**src/rtl/jtpopeye_dwnld_pkg.sv**
```systemverilog
// Shared constants and types for the download router.
package jtpopeye_dwnld_pkg;

  // Default start of the PROM area; SDRAM occupies everything below it.
  localparam int DEF_PROM_START = 65536;

  // Encrypted-ROM signature, byte 0 in bits 7:0.
  localparam logic [31:0] DEF_SIG = 32'h46a564e4;

  // PROM region indices, consecutive from the PROM start address.
  localparam int PROM_TIMING    = 0;
  localparam int PROM_OBJ_PAL_B = 1;
  localparam int PROM_OBJ_PAL_A = 2;
  localparam int PROM_TXT_PAL   = 3;
  localparam int PROM_BACK_PAL  = 4;
  localparam int PROM_TXT       = 5;

  // SDRAM write sequencer states.
  typedef enum logic {
    ST_IDLE = 1'b0,
    ST_WR   = 1'b1
  } wr_state_t;

  // Select one byte of the signature word.
  function automatic logic [7:0] sig_byte(input logic [31:0] sig, input logic [1:0] sel);
    return sig[8*sel +: 8];
  endfunction

endpackage

```
**src/rtl/jtpopeye_dwnld_fifo.sv**
```systemverilog
// Small synchronous FIFO with full/empty flags and simultaneous push/pop.
// The head is read combinationally so the consumer can capture it in the
// same cycle it pops; at this depth the storage maps to registers/LUT RAM.
module jtpopeye_dwnld_fifo #(
  parameter int WIDTH   = 8,
  parameter int FIFO_AW = 2
) (
  input  logic             clk,
  input  logic             rst,
  input  logic             push,
  input  logic             pop,
  input  logic [WIDTH-1:0] din,
  output logic [WIDTH-1:0] dout,
  output logic             full,
  output logic             empty
);

  localparam int DEPTH = 1 << FIFO_AW;

  logic [WIDTH-1:0]   mem [DEPTH];
  logic [FIFO_AW-1:0] wr_ptr_reg;
  logic [FIFO_AW-1:0] rd_ptr_reg;
  logic [FIFO_AW:0]   count_reg;
  logic               do_push;
  logic               do_pop;

  assign do_push = push & ~full;
  assign do_pop  = pop & ~empty;

  // Storage write; contents need no reset since the count guards reads.
  always_ff @(posedge clk) begin
    if (do_push) mem[wr_ptr_reg] <= din;
  end

  // Pointer and occupancy tracking; push and pop together leave the count unchanged.
  always_ff @(posedge clk) begin
    if (rst) begin
      wr_ptr_reg <= '0;
      rd_ptr_reg <= '0;
      count_reg  <= '0;
    end else begin
      if (do_push) wr_ptr_reg <= wr_ptr_reg + 1'b1;
      if (do_pop)  rd_ptr_reg <= rd_ptr_reg + 1'b1;
      case ({do_push, do_pop})
        2'b10:   count_reg <= count_reg + 1'b1;
        2'b01:   count_reg <= count_reg - 1'b1;
        default: count_reg <= count_reg;
      endcase
    end
  end

  assign dout  = mem[rd_ptr_reg];
  assign full  = (count_reg == (FIFO_AW+1)'(DEPTH));
  assign empty = (count_reg == '0);

endmodule

```
**src/rtl/jtpopeye_dwnld.sv**
```systemverilog
// Download router: steers ioctl bytes to the SDRAM programming port (through a
// small FIFO) or to one-hot PROM write strobes, checks the encryption signature
// and reports when a finished download has fully drained.
module jtpopeye_dwnld
  import jtpopeye_dwnld_pkg::*;
#(
  parameter int          AW         = 22,
  parameter int          DW         = 16,
  parameter int          PROM_START = DEF_PROM_START,
  parameter int          PROM_CNT   = 6,
  parameter int          PROM_AW    = 8,
  parameter int          FIFO_AW    = 2,
  parameter logic [31:0] SIG        = DEF_SIG,
  localparam int         LW         = $clog2(DW/8)
) (
  input  logic                clk,
  input  logic                rst,
  input  logic                downloading,
  input  logic [AW-1:0]       ioctl_addr,
  input  logic [7:0]          ioctl_data,
  input  logic                ioctl_wr,
  output logic                ioctl_wait,
  output logic [AW-LW-1:0]    prog_addr,
  output logic [DW-1:0]       prog_data,
  output logic [DW/8-1:0]     prog_mask,
  output logic                prog_we,
  input  logic                prog_rdy,
  output logic [PROM_AW-1:0]  prom_addr,
  output logic [7:0]          prom_data,
  output logic [PROM_CNT-1:0] prom_we,
  output logic                encrypted,
  output logic                overflow,
  output logic                done
);

  localparam int LANES = DW / 8;
  // Lane field is kept one bit wide (always zero) when DW=8 so the FIFO entry stays well formed.
  localparam int LWX = (LW > 0) ? LW : 1;
  localparam int PAW = AW - LW;
  localparam int EW  = PAW + LWX + 8;
  localparam logic [AW-1:0] PROM_BASE = AW'(PROM_START);

  logic                dl_last_reg;
  logic                dl_rise;
  logic                dl_fall;
  logic                sdram_sel;
  logic                push;
  logic                pop;
  logic                fifo_full;
  logic                fifo_empty;
  logic [LWX-1:0]      push_lane;
  logic [EW-1:0]       fifo_din;
  logic [EW-1:0]       fifo_dout;
  logic [PAW-1:0]      head_addr;
  logic [LWX-1:0]      head_lane;
  logic [7:0]          head_data;
  logic [LANES-1:0]    mask_next;
  logic [AW-1:0]       prom_off;
  logic [AW-1:0]       prom_idx;
  logic [PROM_CNT-1:0] prom_hit;
  wr_state_t           state_reg;
  wr_state_t           state_next;
  logic [2:0]          sig_cnt_reg;
  logic                match_reg;
  logic                sig_hit;
  logic                sig_ok;
  logic                pending_reg;

  assign dl_rise   = downloading & ~dl_last_reg;
  assign dl_fall   = ~downloading & dl_last_reg;
  assign sdram_sel = (ioctl_addr < PROM_BASE);
  assign push      = ioctl_wr & sdram_sel & ~fifo_full;

  generate
    if (LW > 0) begin : g_lane
      assign push_lane = ioctl_addr[LW-1:0];
    end else begin : g_nolane
      assign push_lane = '0;
    end
  endgenerate

  assign fifo_din = {ioctl_addr[AW-1:LW], push_lane, ioctl_data};
  assign {head_addr, head_lane, head_data} = fifo_dout;

  jtpopeye_dwnld_fifo #(
    .WIDTH   (EW),
    .FIFO_AW (FIFO_AW)
  ) u_fifo (
    .clk   (clk),
    .rst   (rst),
    .push  (push),
    .pop   (pop),
    .din   (fifo_din),
    .dout  (fifo_dout),
    .full  (fifo_full),
    .empty (fifo_empty)
  );

  assign ioctl_wait = fifo_full;

  // Active-low byte-lane mask: only the addressed lane is enabled.
  genvar gi;
  generate
    for (gi = 0; gi < LANES; gi++) begin : g_mask
      assign mask_next[gi] = (head_lane != LWX'(gi));
    end
  endgenerate

  // PROM region decode; offsets past the last region match nothing and are dropped.
  assign prom_off = ioctl_addr - PROM_BASE;
  assign prom_idx = prom_off >> PROM_AW;
  generate
    for (gi = 0; gi < PROM_CNT; gi++) begin : g_prom
      assign prom_hit[gi] = ioctl_wr & ~sdram_sel & (prom_idx == AW'(gi));
    end
  endgenerate

  // Sequencer next state: load from the FIFO when idle or when the current write is accepted.
  always_comb begin
    state_next = state_reg;
    pop        = 1'b0;
    case (state_reg)
      ST_IDLE: begin
        if (!fifo_empty) begin
          pop        = 1'b1;
          state_next = ST_WR;
        end
      end
      ST_WR: begin
        if (prog_rdy) begin
          if (!fifo_empty) pop = 1'b1;
          else             state_next = ST_IDLE;
        end
      end
      default: state_next = ST_IDLE;
    endcase
  end

  assign prog_we = (state_reg == ST_WR);

  // Sequencer state and SDRAM request registers.
  always_ff @(posedge clk) begin
    if (rst) begin
      state_reg <= ST_IDLE;
      prog_addr <= '0;
      prog_data <= '0;
      prog_mask <= '0;
    end else begin
      state_reg <= state_next;
      if (pop) begin
        prog_addr <= head_addr;
        prog_data <= {LANES{head_data}};
        prog_mask <= mask_next;
      end
    end
  end

  // PROM strobe: one cycle, registered straight from the loader.
  always_ff @(posedge clk) begin
    if (rst) begin
      prom_addr <= '0;
      prom_data <= '0;
      prom_we   <= '0;
    end else begin
      prom_we <= prom_hit;
      if (|prom_hit) begin
        prom_addr <= prom_off[PROM_AW-1:0];
        prom_data <= ioctl_data;
      end
    end
  end

  // Sticky overflow for SDRAM bytes arriving while the FIFO is full.
  always_ff @(posedge clk) begin
    if (rst)                                   overflow <= 1'b0;
    else if (ioctl_wr && sdram_sel && fifo_full) overflow <= 1'b1;
  end

  assign sig_hit = ioctl_wr && (ioctl_addr[AW-1:2] == '0) && (sig_cnt_reg < 3'd4);
  assign sig_ok  = (ioctl_data == sig_byte(SIG, ioctl_addr[1:0]));

  // Signature check over the first four bytes of each download.
  always_ff @(posedge clk) begin
    if (rst) begin
      sig_cnt_reg <= '0;
      match_reg   <= 1'b0;
      encrypted   <= 1'b0;
    end else if (dl_rise) begin
      sig_cnt_reg <= '0;
      match_reg   <= 1'b1;
      encrypted   <= 1'b0;
    end else if (sig_hit) begin
      sig_cnt_reg <= sig_cnt_reg + 3'd1;
      match_reg   <= match_reg & sig_ok;
      if (sig_cnt_reg == 3'd3) encrypted <= match_reg & sig_ok;
    end
  end

  // Download-end tracking: done fires once the FIFO and sequencer have drained.
  always_ff @(posedge clk) begin
    if (rst) begin
      dl_last_reg <= 1'b0;
      pending_reg <= 1'b0;
      done        <= 1'b0;
    end else begin
      dl_last_reg <= downloading;
      done        <= 1'b0;
      if (pending_reg && fifo_empty && (state_reg == ST_IDLE)) begin
        done        <= 1'b1;
        pending_reg <= 1'b0;
      end
      if (dl_fall) pending_reg <= 1'b1;
    end
  end

endmodule

```
**config.mk**
```make
export PLATFORM = sky130hd
export DESIGN_NAME = jtpopeye_dwnld
export DESIGN_NICKNAME = d
export VERILOG_FILES = /design/src/rtl/jtpopeye_dwnld_pkg.sv /design/src/rtl/jtpopeye_dwnld_fifo.sv /design/src/rtl/jtpopeye_dwnld.sv
export SDC_FILE = /design/constraint.sdc
export NUM_CORES = 1
export LEC_CHECK = 0
export ABC_AREA = 1
export BUFFER_PORTS_ARGS = -buffer_cell sky130_fd_sc_hd__buf_2
export CAP_MARGIN = 20
export CORE_MARGIN = 4
export CORE_UTILIZATION = 35
export CTS_CLUSTER_SIZE = 8
export DETAILED_ROUTE_END_ITERATION = 12
export PLACE_DENSITY = 0.58
export SETUP_SLACK_MARGIN = 0.15
export SLEW_MARGIN = 20
export SYNTH_ARGS = -nofsm -noshare
export SYNTH_HDL_FRONTEND = slang
export SYNTH_HIERARCHICAL = 1
export SYNTH_SLANG_ARGS = --single-unit
```
**constraint.sdc**
```tcl
create_clock -name clk -period 2.79 [get_ports clk]
set_input_delay 0.279 -clock clk [delete_from_list [all_inputs] [get_ports clk]]
set_output_delay 0.279 -clock clk [all_outputs]
set_load 0.02 [all_outputs]
```
Word level (Yosys, flattened, before mapping). Memory sizes are Yosys's and may differ from the RTL's. A register that Yosys moved wholly into a read port is not among the register bits. Cells that the tools add are included.

Bitwise gates (word level): 21. Muxes and demuxes: 15. $add $sub $neg: 6. Shift-type cells: 1. Reductions and logical operators: 15. Magnitude comparators: 2. Eq/ne operators: 10.

Operator list (number): variable part select 32 x 6 -> 8 bit (first input constant) (1); == test 14 x 2 -> 1 bit (second input constant) (2); == test 14 x 3 -> 1 bit (second input constant) (2); zero test 22 bit (1); less-than comparator 22 x 17 -> 1 bit (second input constant) (1); subtractor 22 x 17 -> 22 bit (second input constant) (1); zero test 20 bit (1); bitwise AND 1 bit (14); == test 14 x 1 -> 1 bit (second input constant) (1); two-way mux 1 bit (10); == test 8 bit (1); inverter 1 bit (7); adder 3 x 1 -> 3 bit (second input constant) (2); logical AND 1 bit (6); case mux 3 bit (2 select lines) (1); nonzero test 2 bit (3); OR reduction 6 bit (1); adder 2 x 1 -> 2 bit (second input constant) (2); two-way mux 2 bit (2); case mux 1 bit (2 select lines) (2); == test 3 x 2 -> 1 bit (second input constant) (1); == test 3 bit (second input constant) (1); zero test 3 bit (1); less-than comparator 3 bit (second input constant) (1); other kinds (5) (5).

Bits of input ports: 35. Output and inout bits: 66. Memories: 1. RAM bits: 120. Register bits: 78. Logic and storage cells: 88.

Memories: u_fifo.mem (depth 4, width 30, read ports 1, clocked after Yosys merged registers in 1, wr ports 1, line jtpopeye_dwnld_fifo.sv:20) `logic [WIDTH-1:0] mem [DEPTH];`.

Longest topological paths before layout. Gate-level depths: netlist of the first run.

Depth after elaboration: 7. Depth in mapped cells: 18. Mapped depth without buffers: 17.

Modules after synthesis. Netlist of the first run, hierarchy kept.

Modules (own cells, without submodules): jtpopeye_dwnld_fifo (sequential area each 3783.6 µm², cells each 361, times used 1, area each 5011.1 µm²); jtpopeye_dwnld (sequential area each 1261.2 µm², cells each 367, times used 1, area each 2731.4 µm²).

Worst setup path before layout of the first run. OpenSTA, ideal clock, no wires.

Path kind: flip-flop to flip-flop. Start point: register u_fifo.count_reg[1]. End point: memory u_fifo/mem[2][0] in the netlist's numbering, enable pin. Data required time: 2.373 ns. Arrival time: 2.270 ns. Period minus slack after synthesis: 2.687 ns. Buffers on the path: 0. Path slack: 0.103 ns. Stages on the path, launching flop included: 7. Setup time: 0.417 ns. Cell sequence: dfxtp_1 nor2_4 nand2_4 inv_1 nor2_1 nand2_4 nor2_1.

Cells in the longest elaborated chain, start to end: 6.

RTL lines: from (decl) (line jtpopeye_dwnld_fifo.sv:23) `logic [FIFO_AW:0] count_reg;`; from (signal assigned) (line jtpopeye_dwnld_fifo.sv:45) `2'b10: count_reg <= count_reg + 1'b1;`; from (signal assigned) (line jtpopeye_dwnld_fifo.sv:46) `2'b01: count_reg <= count_reg - 1'b1;`; from (signal assigned) (line jtpopeye_dwnld_fifo.sv:47) `default: count_reg <= count_reg;`; == test 3 bit (line jtpopeye_dwnld_fifo.sv:53) `assign full = (count_reg == (FIFO_AW+1)'(DEPTH));`; via ioctl_wait (line jtpopeye_dwnld.sv:22) `output logic ioctl_wait,`; inverter 1 bit (line jtpopeye_dwnld.sv:72) `assign push = ioctl_wr & sdram_sel & ~fifo_full;`; bitwise AND 1 bit (line jtpopeye_dwnld.sv:72); via push (line jtpopeye_dwnld.sv:47) `logic push;`; bitwise AND 1 bit (line jtpopeye_dwnld_fifo.sv:27) `assign do_push = push & ~full;`; two-way mux 1 bit (line jtpopeye_dwnld_fifo.sv:32) `if (do_push) mem[wr_ptr_reg] <= din;`; two-way mux 1 bit (implied by the code) (line jtpopeye_dwnld_fifo.sv:32); to (decl) (line jtpopeye_dwnld_fifo.sv:20).

The timed path passes the listed nets, and every way through them passes these cells.

Worst setup path after layout of the first run.
Start point: register u_fifo.count_reg[2]. End point: register u_fifo.count_reg[2].

Cells in the longest elaborated chain, start to end: 7. Elaborated cells between the ends (all ways): 16. Classes of those cells: add/sub: 2; eq/ne: 3; mux: 4; bitwise: 5; reduce/logical: 2.

RTL lines: zero test 3 bit * (line jtpopeye_dwnld_fifo.sv:54) `assign empty = (count_reg == '0);`; via fifo_empty (line jtpopeye_dwnld.sv:50) `logic fifo_empty;`; two-way mux 1 bit (line jtpopeye_dwnld.sv:124, jtpopeye_dwnld.sv:131); two-way mux 1 bit (line jtpopeye_dwnld.sv:130) `if (prog_rdy) begin`; case mux 1 bit (2 select lines) (line jtpopeye_dwnld.sv:122) `case (state_reg)`; bitwise AND 1 bit * (line jtpopeye_dwnld_fifo.sv:28) `assign do_pop = pop & ~empty;`; via u_fifo.do_pop (line jtpopeye_dwnld_fifo.sv:25) `logic do_pop;`; == test 2 x 1 -> 1 bit / == test 2 bit (equally long branches) (line jtpopeye_dwnld_fifo.sv:44) `case ({do_push, do_pop})`; case mux 3 bit (2 select lines) / nonzero test 2 bit (equally long branches).

Mark *: on every way through the listed nets, which the timed path passes. The rest lies on a longest branch. A chain may end at the register's enable or synchronous reset.

==> results.cfg, run 1 <==
[route]
drt_pass1_iterations = 4
route.detailed.wl_per_inst_um = 15.9
dr.first_iter.drc_count = 266
viasPerCell = 4.66
postRouteAntennaNets = 0
detail_route.drc_violations = 0
detailroute.via_count = 5208
drt-total-wl_um = 17800

[floorplanning]
floorplan.die_area_sq_mm = 0.0246
die-height_um = 157
rows = 54
initial_utilization_pct = 35.5
ios = 101
fp.coreArea_sq_mm = 0.0218
fp.dieW_um = 157

[global_route]
antenna_found_initial = 1
largest_net_degree_at_the_start_of_global_routing = 61
congestion_overflow_gr = 0
grt_pass1_vias = 5060
aggregate_global_route_resource_usage_pct = 14.8
grt_pass1_wl_um = 27900

[cells_and_area]
num-nets-final = 866
layout.core_utilization_pct = 41.3
max_flop_register = u_fifo/mem
layout-area-overhead-vs-synth_pct = 16.5
area.sequential_sq_mm = 0.00505
multi_input_logic_area_sq_mm = 0.00219
largestRegisters = u_fifo/mem x120, prog_addr x21
final_layout_size_suffix_gt1_share_pct = 22.0
fillerInstances = 2129
number_of_flip_flops_in_the_largest_register = 120

[synth]
synthesis.yosys.warnings = 6
synth_cells = 728
synth_largest_type_area_fraction_pct = 46.5
synth.ff_latch_count = 192
post_synth.cell_area_avg_sq_um = 10.6
netlist-cell-type-count = 38
synth-adder-area-share_pct = 1.39
multiplexer_share_of_the_synthesized_area_pct = 0
synth-seq-area-share_pct = 65.2
complex_gate_fraction_of_the_synthesized_area_pct = 10.6
netlist_area_sq_mm = 0.00774
synth_simple_gate_area_share_pct = 16.0
synth.area.top_cells = edfxtp_1, dfxtp_1, nor2_1
yosysTopAreaCell = edfxtp_1
postSynthNetCount = 771
synth-xor-area-share_pct = 0.113
synth_top_family_by_area = simple AND/OR/NAND/NOR gates

[sta]
timing.slew.headroom_pct = 51.0
final.setup.tns_ns = 0
finalClockSkew_ns = 0.00967
setup_violations = 0
fin_crit_sh_pct = 71.9
timing_worst_slew_pin_value_ns = 0.734
final-hold-violation-count = 0
rsz0062_at_grt = false
max_clock_freq_mhz = 499
timing.final.max_slew_violations = 0
layout_min_cycle_time_ns = 2.00

[clock_network]
sink_count_of_the_clock_tree = 192
hold_buffers = 0
post_cts_resize_count = 0
path_clk_slew_ns = 0.07
later_pin_clock_latency_in_the_skew_report_ns = 0.43
h_tree_level_count = 4
clock_tree_from_tritoncts = built
clock-root-buffer = clkbuf_16
cts_buffer_depth = 2
post-cts-setup-buffer-count = 0
cts_made_buffers = 17

[placed_design]
port_buffers = 100
dp_hpwl_um = 12100
global_placer_s_final_weighted_congestion = 0.752

[flow_run]
cap_violations = 0

[pwr]
power_per_cell_area_mw_per_mm2 = 621
irDropWorstVdd_mv = 0.328
p_leak_nw = 3.61

[worst_setup_path]
critPathMaxFanout = 4
arrival_ns = 2.33
critical_path.endpoint_type = register
timing.critical_path.from_type = register
critPathKind = register to register
cp_required_ns = 3.11

[outcome]
status = finished, final reports clean

[min_path]
class_of_the_tightest_hold_or_removal_check = input port to register
[final timing paths]
check,start,slack [ns],depth (start not counted),end
worst min register to register,pending_reg,0.44,2,done
worst min-delay path,downloading,0.09,3,dl_last_reg
worst max-delay path,u_fifo/count_reg[2],0.79,17,u_fifo/count_reg[2]
worst max register to register,u_fifo/count_reg[2],0.79,17,u_fifo/count_reg[2]
[power breakdown]
part | internal, W | switching (W) | leakage (nW)
clock network | 0.00129 | 0.00110 | 0.289
logic | 0.0000591 | 0.000132 | 1.66
registers | 0.00302 | 0.00000654 | 1.66
[through the flow]
step	worst slack [ns]	instance area (sq um)	power, W	hold slack, ns	std cells
floorplan	0.103	7740	0.00319	0.348	728
global placement	0.591	8440	0.00329	0.439	1084
detailed placement	0.565	8440	0.00329	0.426	1084
CTS	0.772	9020	0.00568	0.0614	1116
global route	0.539	9020	0.00583	0.0811	1116
finish	0.785	9020	0.00561	0.0863	1117
[placed cells by master (no fill, tap or decap), drive strengths merged, types with 2 or more instances in the layout]
master,n
nand2,61
o22ai,30
buf,118
nand4,3
edfxtp,120
a21oi,10
nor2,189
nor3,4
nor4,2
nand3,11
clkbuf,18
dfxtp,72
o21ai,113
clkinv,4
ha,7
inv,63
[worst max-delay path, stage by stage (launching register included)]
cell	delay (ns)
dfxtp_1	0.37
inv_1	0.09
nand2_2	0.11
inv_1	0.07
inv_1	0.06
nand2_1	0.06
inv_1	0.09
nand2_2	0.07
inv_2	0.06
ha_1	0.15
inv_1	0.06
fa_1	0.37
inv_1	0.07
nand2_1	0.05
nand3_1	0.08
nand2_1	0.05
nand2_1	0.05
nor2_1	0.03
[cells by family (layout without fill, tap and decap cells)]
logic type               count (synthesis)  count (layout)
adder cells (fa/ha/maj)                  8               8
XOR/XNOR                                 1               1
flip-flops                             192             192
AO/OA/AOI/OAI                          156             156
buffers and inverters                   97             205
AND/OR/NAND/NOR                        274             274
other                                    0               1
[metal layers]
metal  wire (um)  part of all wire, %  GRT usage [%]
met1        8350                   47           20.6
met2        8160                   46           23.2
met3        1110                  6.2           3.93
met4         132                 0.74           3.88
met5          13                0.073              0
[synth_stat cells (all sizes together)]
| cell | instances |
|---|---|
| xnor2 | 1 |
| nor2 | 189 |
| a21boi | 1 |
| nand4 | 3 |
| buf | 32 |
| o21ai | 113 |
| fa | 1 |
| nand3 | 11 |
| clkbuf | 10 |
| edfxtp | 120 |
| nand3b | 1 |
| o21a | 1 |
| ha | 7 |
| nand2 | 61 |
| nor2b | 1 |
| dfxtp | 72 |
| inv | 55 |
| nor3 | 4 |
| nor4 | 2 |
| or2 | 1 |
| a31oi | 1 |
| o22ai | 30 |
| nand2b | 1 |
| a21oi | 10 |
[final cells by class]
cell class | count | share of cell area (%)
clock buffer | 18 | 4.87
tap | 280 | 3.88
inverter | 55 | 2.37
sequential | 192 | 55.9
clock inverter | 14 | 1.62
multi-input combinational | 439 | 24.3
timing repair buffer | 118 | 7.04
antenna | 1 | 0.0277
No activity file was read; power rests on OpenSTA's default activity.
==> run 2, diff against run 1 <==
Settings changed: PLACE_DENSITY 0.58 to 0.56.
Clock period 2.79 ns to 2 ns, I/O delays scaled along.
==> results.cfg, run 2 (synthesis results as in run 1) <==
[route]
drt_pass1_iterations = 4
route.detailed.wl_per_inst_um = 16.1
dr.first_iter.drc_count = 308
met3RoutedLength_um = 801
detail_route.drc_violations = 0
drt-total-wl_um = 18200
routed-wl-met2_um = 8350
wl_met1_um = 8770
viasPerCell = 4.68
detailroute.via_count = 5293
postRouteAntennaNets = 0
highest_layer = met4

[floorplanning]
fp.dieW_um = 157
die-height_um = 157
ios = 101
initial_utilization_pct = 35.5
floorplan.die_area_sq_mm = 0.0246
fp.coreArea_sq_mm = 0.0218
rows = 54

[worst_setup_path]
cp_required_ns = 2.32
critPathKind = register to register
arrival_ns = 2.09
critPathMaxFanout = 4
critical_path.endpoint_type = register
timing.critical_path.from_type = register

[sta]
setup_violations = 0
timing_worst_slew_pin_value_ns = 0.440
timing.final.max_slew_violations = 0
layout_min_cycle_time_ns = 1.77
rsz0062_at_grt = true
final-hold-violation-count = 0
final.setup.tns_ns = 0
fin_crit_sh_pct = 88.5
finalClockSkew_ns = 0.0117
timing.slew.headroom_pct = 70.7
max_clock_freq_mhz = 565
layout_setup_ws_ns = 0.231

[cells_and_area]
multi_input_logic_area_sq_mm = 0.00224
final_common_cell = nor2_1
most-common-layout-cells = nor2_1, edfxtp_1, buf_2, o21ai_0, dfxtp_1
layout-area-overhead-vs-synth_pct = 19.2
largestRegisters = u_fifo/mem x120, prog_addr x21
number_of_flip_flops_in_the_largest_register = 120
num-nets-final = 882
antenna-diode-count = 0
fillerInstances = 2129
area.sequential_sq_mm = 0.00505
post-route-cell-area_sq_mm = 0.00923
max_flop_register = u_fifo/mem
finalNonFillerCells = 1132
final_layout_size_suffix_gt1_share_pct = 24.6

[global_route]
grt_pass1_wl_um = 28400
largest_net_degree_at_the_start_of_global_routing = 61
antenna_found_initial = 0
grt_pass1_vias = 5145
congestion_overflow_gr = 0
aggregate_global_route_resource_usage_pct = 15.2

[placed_design]
place_inst = 1091
port_buffers = 100
dpl_cell_area_sq_mm = 0.00860
place_ws_ns = 0.0926
global_placer_s_final_weighted_congestion = 0.735
dp_hpwl_um = 12200

[pwr]
total_power_w = 0.00762
irDropWorstVdd_mv = 0.533
p_leak_nw = 3.67
power_per_cell_area_mw_per_mm2 = 826

[clock_network]
path_clk_slew_ns = 0.07
clock-root-buffer = clkbuf_16
later_pin_clock_latency_in_the_skew_report_ns = 0.43
cts_made_buffers = 17
sink_count_of_the_clock_tree = 192
clock_tree_from_tritoncts = built
h_tree_level_count = 4
cts_buffer_depth = 2

[outcome]
status = finished, final reports clean

[min_path]
class_of_the_tightest_hold_or_removal_check = input port to register

[flow_run]
cap_violations = 0
-- run 2: cell type report --
| type | count | area share (%) |
|---|---|---|
| clock buffers | 23 | 5.22 |
| repair buffers | 134 | 8.98 |
| flip-flops and latches | 192 | 54.7 |
| inverters | 55 | 2.36 |
| well taps | 280 | 3.80 |
| clock inverters | 9 | 0.624 |
| multi-input cells | 439 | 24.3 |
-- run 2: worst paths after layout --
check                                          from             endpoint  slack [ns]  cells past startpoint
worst max-delay path            u_fifo/count_reg[1]  u_fifo/count_reg[2]        0.23                     14
worst max register to register  u_fifo/count_reg[1]  u_fifo/count_reg[2]        0.23                     14
worst min-delay path                  ioctl_addr[6]    u_fifo/mem[2][14]        0.02                      1
worst min register to register          pending_reg                 done        0.43                      2
-- run 2: critical path, stage by stage, from the launching register on --
cell and delay, ns:
dfxtp_2 0.34, nor2_4 0.16, nand2_4 0.10, clkinvlp_4 0.09
nor2_2 0.06, nand2_4 0.08, ha_4 0.14, inv_2 0.04
fa_2 0.35, inv_2 0.05, nand2_1 0.06, nand3_2 0.06
nand2_1 0.05, nand2_1 0.05, nor2_1 0.04
-- run 2: routing by layer --
layer | GRT usage (%) | vias up
met3 | 3.24 | 19
met4 | 4.79 | 0
met1 | 20.7 | 2497
met5 | 0 | -
met2 | 24.4 | 105
li1 | - | 2672
-- run 2: report_power, final --
group | internal [W] | switching, W | leakage [nW]
combinational | 0.0000905 | 0.000193 | 1.74
sequential | 0.00422 | 0.00000909 | 1.66
clock | 0.00170 | 0.00141 | 0.271
-- run 2: timing repair --
item,4_1_cts,5_1_grt
gates resized for setup,1,3
hold endpoints to repair,12,0
hold buffers,4,0
pin swaps,0,2
setup buffers,1,4
endpoints found under the setup margin,1,2
-- run 2: stage by stage --
| stage | util [%] | hold slack [ns] |
|---|---|---|
| after floorplan | - | 0.269 |
| after CTS | 42.1 | 0.000694 |
| after detailed placement | 39.4 | 0.429 |
| after global routing | 42.3 | 0.00940 |
| final | 42.3 | 0.0189 |
| after global placement | 39.4 | 0.429 |
==> run 3, diff against run 2 <==
Settings changed: ABC_AREA 1 to not set.
==> results.cfg, run 3 <==
[placed_design]
port_buffers = 100
dpl_cell_area_sq_mm = 0.00841
place_inst = 880
global_placer_s_final_weighted_congestion = 0.724
dp_hpwl_um = 10400
place_ws_ns = -0.366

[sta]
max_clock_freq_mhz = 498
timing.final.max_slew_violations = 0
rsz0062_at_grt = true
fin_crit_sh_pct = 100
finalClockSkew_ns = 0.00752
layout_setup_ws_ns = -0.00997
setup_violations = 1
timing_worst_slew_pin_value_ns = 0.556
final-hold-violation-count = 0
layout_min_cycle_time_ns = 2.01
timing.slew.headroom_pct = 62.9

[route]
route.detailed.wl_per_inst_um = 17.6
drt-total-wl_um = 16200
drt_pass1_iterations = 4
detail_route.drc_violations = 0
viasPerCell = 4.83
postRouteAntennaNets = 0
dr.first_iter.drc_count = 189
detailroute.via_count = 4438

[synth]
synth_edf_count = 120
synth_largest_type_area_fraction_pct = 48.8
netlist_area_sq_mm = 0.00738
synth.area.top_cells = edfxtp_1, dfxtp_1, mux4_2
synthesis.yosys.warnings = 6
synth_common_cells = edfxtp_1, dfxtp_1, nand2_1
synth-seq-area-share_pct = 68.4
post_synth.cell_area_avg_sq_um = 14.6
synth_cells = 505
netlist-cell-type-count = 44
yosysTopAreaCell = edfxtp_1
yosysMostFrequentCell = edfxtp_1
synth.ff_latch_count = 192
async_flop_share_pct = 0
synthFlopType = edfxtp_1
postSynthNetCount = 548

[pwr]
irDropWorstVdd_mv = 0.571
total_power_w = 0.00772
power_switching_w = 0.00156
p_leak_nw = 3.23
power_per_cell_area_mw_per_mm2 = 844
cellInternalPower_w = 0.00616
sw_frac_of_total_pct = 20.2
clock_power_share_pct = 42.8
power_frac_seq_pct = 54.5
power.share.combinational_pct = 2.7

[clock_network]
clock-root-buffer = clkbuf_16
later_pin_clock_latency_in_the_skew_report_ns = 0.43
cts_made_buffers = 17
sink_count_of_the_clock_tree = 192
cts_buffer_depth = 2
clock_tree_from_tritoncts = built
h_tree_level_count = 4
path_clk_slew_ns = 0.06

[worst_setup_path]
critPathKind = register to register
cp_required_ns = 2.35
arrival_ns = 2.36
critical_path.endpoint_type = register
critPathMaxFanout = 3
r2r_setup_slack_ns = -0.01
timing.critical_path.from_type = register

[cells_and_area]
number_of_flip_flops_in_the_largest_register = 120
layout-area-overhead-vs-synth_pct = 23.9
antenna-diode-count = 0
largestRegisters = u_fifo/mem x120, prog_addr x21
area.sequential_sq_mm = 0.00505
fillerInstances = 1873
num-nets-final = 678
final_layout_size_suffix_gt1_share_pct = 35.2
max_flop_register = u_fifo/mem
multi_input_logic_area_sq_mm = 0.00216
post-route-cell-area_sq_mm = 0.00914
most-common-layout-cells = edfxtp_1, buf_2, dfxtp_1, nand2_1, a21oi_1
final_common_cell = edfxtp_1
finalNonFillerCells = 918

[global_route]
antenna_found_initial = 1
aggregate_global_route_resource_usage_pct = 13.9
largest_net_degree_at_the_start_of_global_routing = 38
grt_pass1_wl_um = 25400
grt_pass1_vias = 4722
congestion_overflow_gr = 0

[floorplanning]
initial_utilization_pct = 36.0
fp.coreArea_sq_mm = 0.0205
fp.dieW_um = 153
ios = 101
die-height_um = 153
floorplan.die_area_sq_mm = 0.0235
rows = 52

[outcome]
status = finished, violations left
failed_checks = setup timing

[flow_run]
cap_violations = 0

[min_path]
class_of_the_tightest_hold_or_removal_check = input port to register
==> run 3: cell count changes in the layout (fill, tap and decap cells not counted), sizes merged, moves of 37 or more <==
cell / delta
o21ai: -104
inv: -38
nand2b: +37
nor2: -178
==> run 3: area by class of cell <==
cell class	instances	area share [%]
repair buffers	142	10.3
multi-input cells	266	23.7
well taps	270	3.70
flip-flops and latches	192	55.3
clock inverters	13	1.49
clock buffers	19	4.84
inverters	16	0.657
==> run 3: routing by layer <==
layer	track usage, %	wire (um)
met5	0	13
met4	5.13	233
met1	16.8	7020
met2	24.1	8190
met3	3.53	713
==> run 3: final timing paths <==
check | start | end | depth (start not counted)
worst max register to register | u_fifo/count_reg[2] | u_fifo/count_reg[2] | 11
worst max-delay path | u_fifo/count_reg[2] | u_fifo/count_reg[2] | 11
worst min register to register | prog_addr[11] | prog_addr[11] | 2
worst min-delay path | downloading | dl_last_reg | 2
==> run 3: worst max-delay path: stages, from the launching register on <==
cell	delay, ns
dfxtp_2	0.37
nor3b_4	0.22
nor4_2	0.05
inv_1	0.10
nor2_2	0.06
inv_2	0.06
ha_4	0.13
inv_2	0.03
fa_2	0.32
xor2_1	0.15
or3_1	0.31
a21oi_1	0.13
==> run 3: through the flow <==
step                      util (%)  hold slack (ns)  TNS [ns]
after floorplan                  -            0.276     -8.97
after global placement        41.0            0.426    -18.66
after detailed placement      41.0            0.438    -19.61
after CTS                     44.1          0.00717   -0.0402
after global routing          44.6           0.0214    -0.174
final                         44.6           0.0294  -0.00997
==> run 3: logic make-up (layout without fill, tap and decap cells) <==
logic type / after synthesis / after routing / share of synthesized area [%]
multiplexers: 47 / 47 / 11.5
adder cells (fa/ha/maj): 8 / 8 / 1.46
buffers and inverters: 47 / 190 / 3.41
flip-flops: 192 / 192 / 68.4
AND/OR/NAND/NOR: 152 / 152 / 10.7
XOR/XNOR: 3 / 3 / 0.356
AO/OA/AOI/OAI: 56 / 56 / 4.26
==> run 3: what timing repair did <==
action,4_1_cts,5_1_grt
buffers inserted,1,1
resized for setup,3,17
setup endpoints to repair,2,41
pin swaps,2,1
cloned,0,1
hold buffers,3,0
hold endpoints to repair,12,0
==> run 3: power by group through the flow <==
| stage | Combinational, W | Sequential, W | Clock (W) |
|---|---|---|---|
| 2_1_floorplan | 0.0000700 | 0.00430 | 0 |
| 3_3_place_gp | 0.000190 | 0.00430 | 0 |
| 3_5_place_dp | 0.000200 | 0.00430 | 0 |
| 4_1_cts | 0.000205 | 0.00421 | 0.00339 |
| 5_1_grt | 0.000228 | 0.00421 | 0.00355 |
| 6_report | 0.000206 | 0.00421 | 0.00331 |
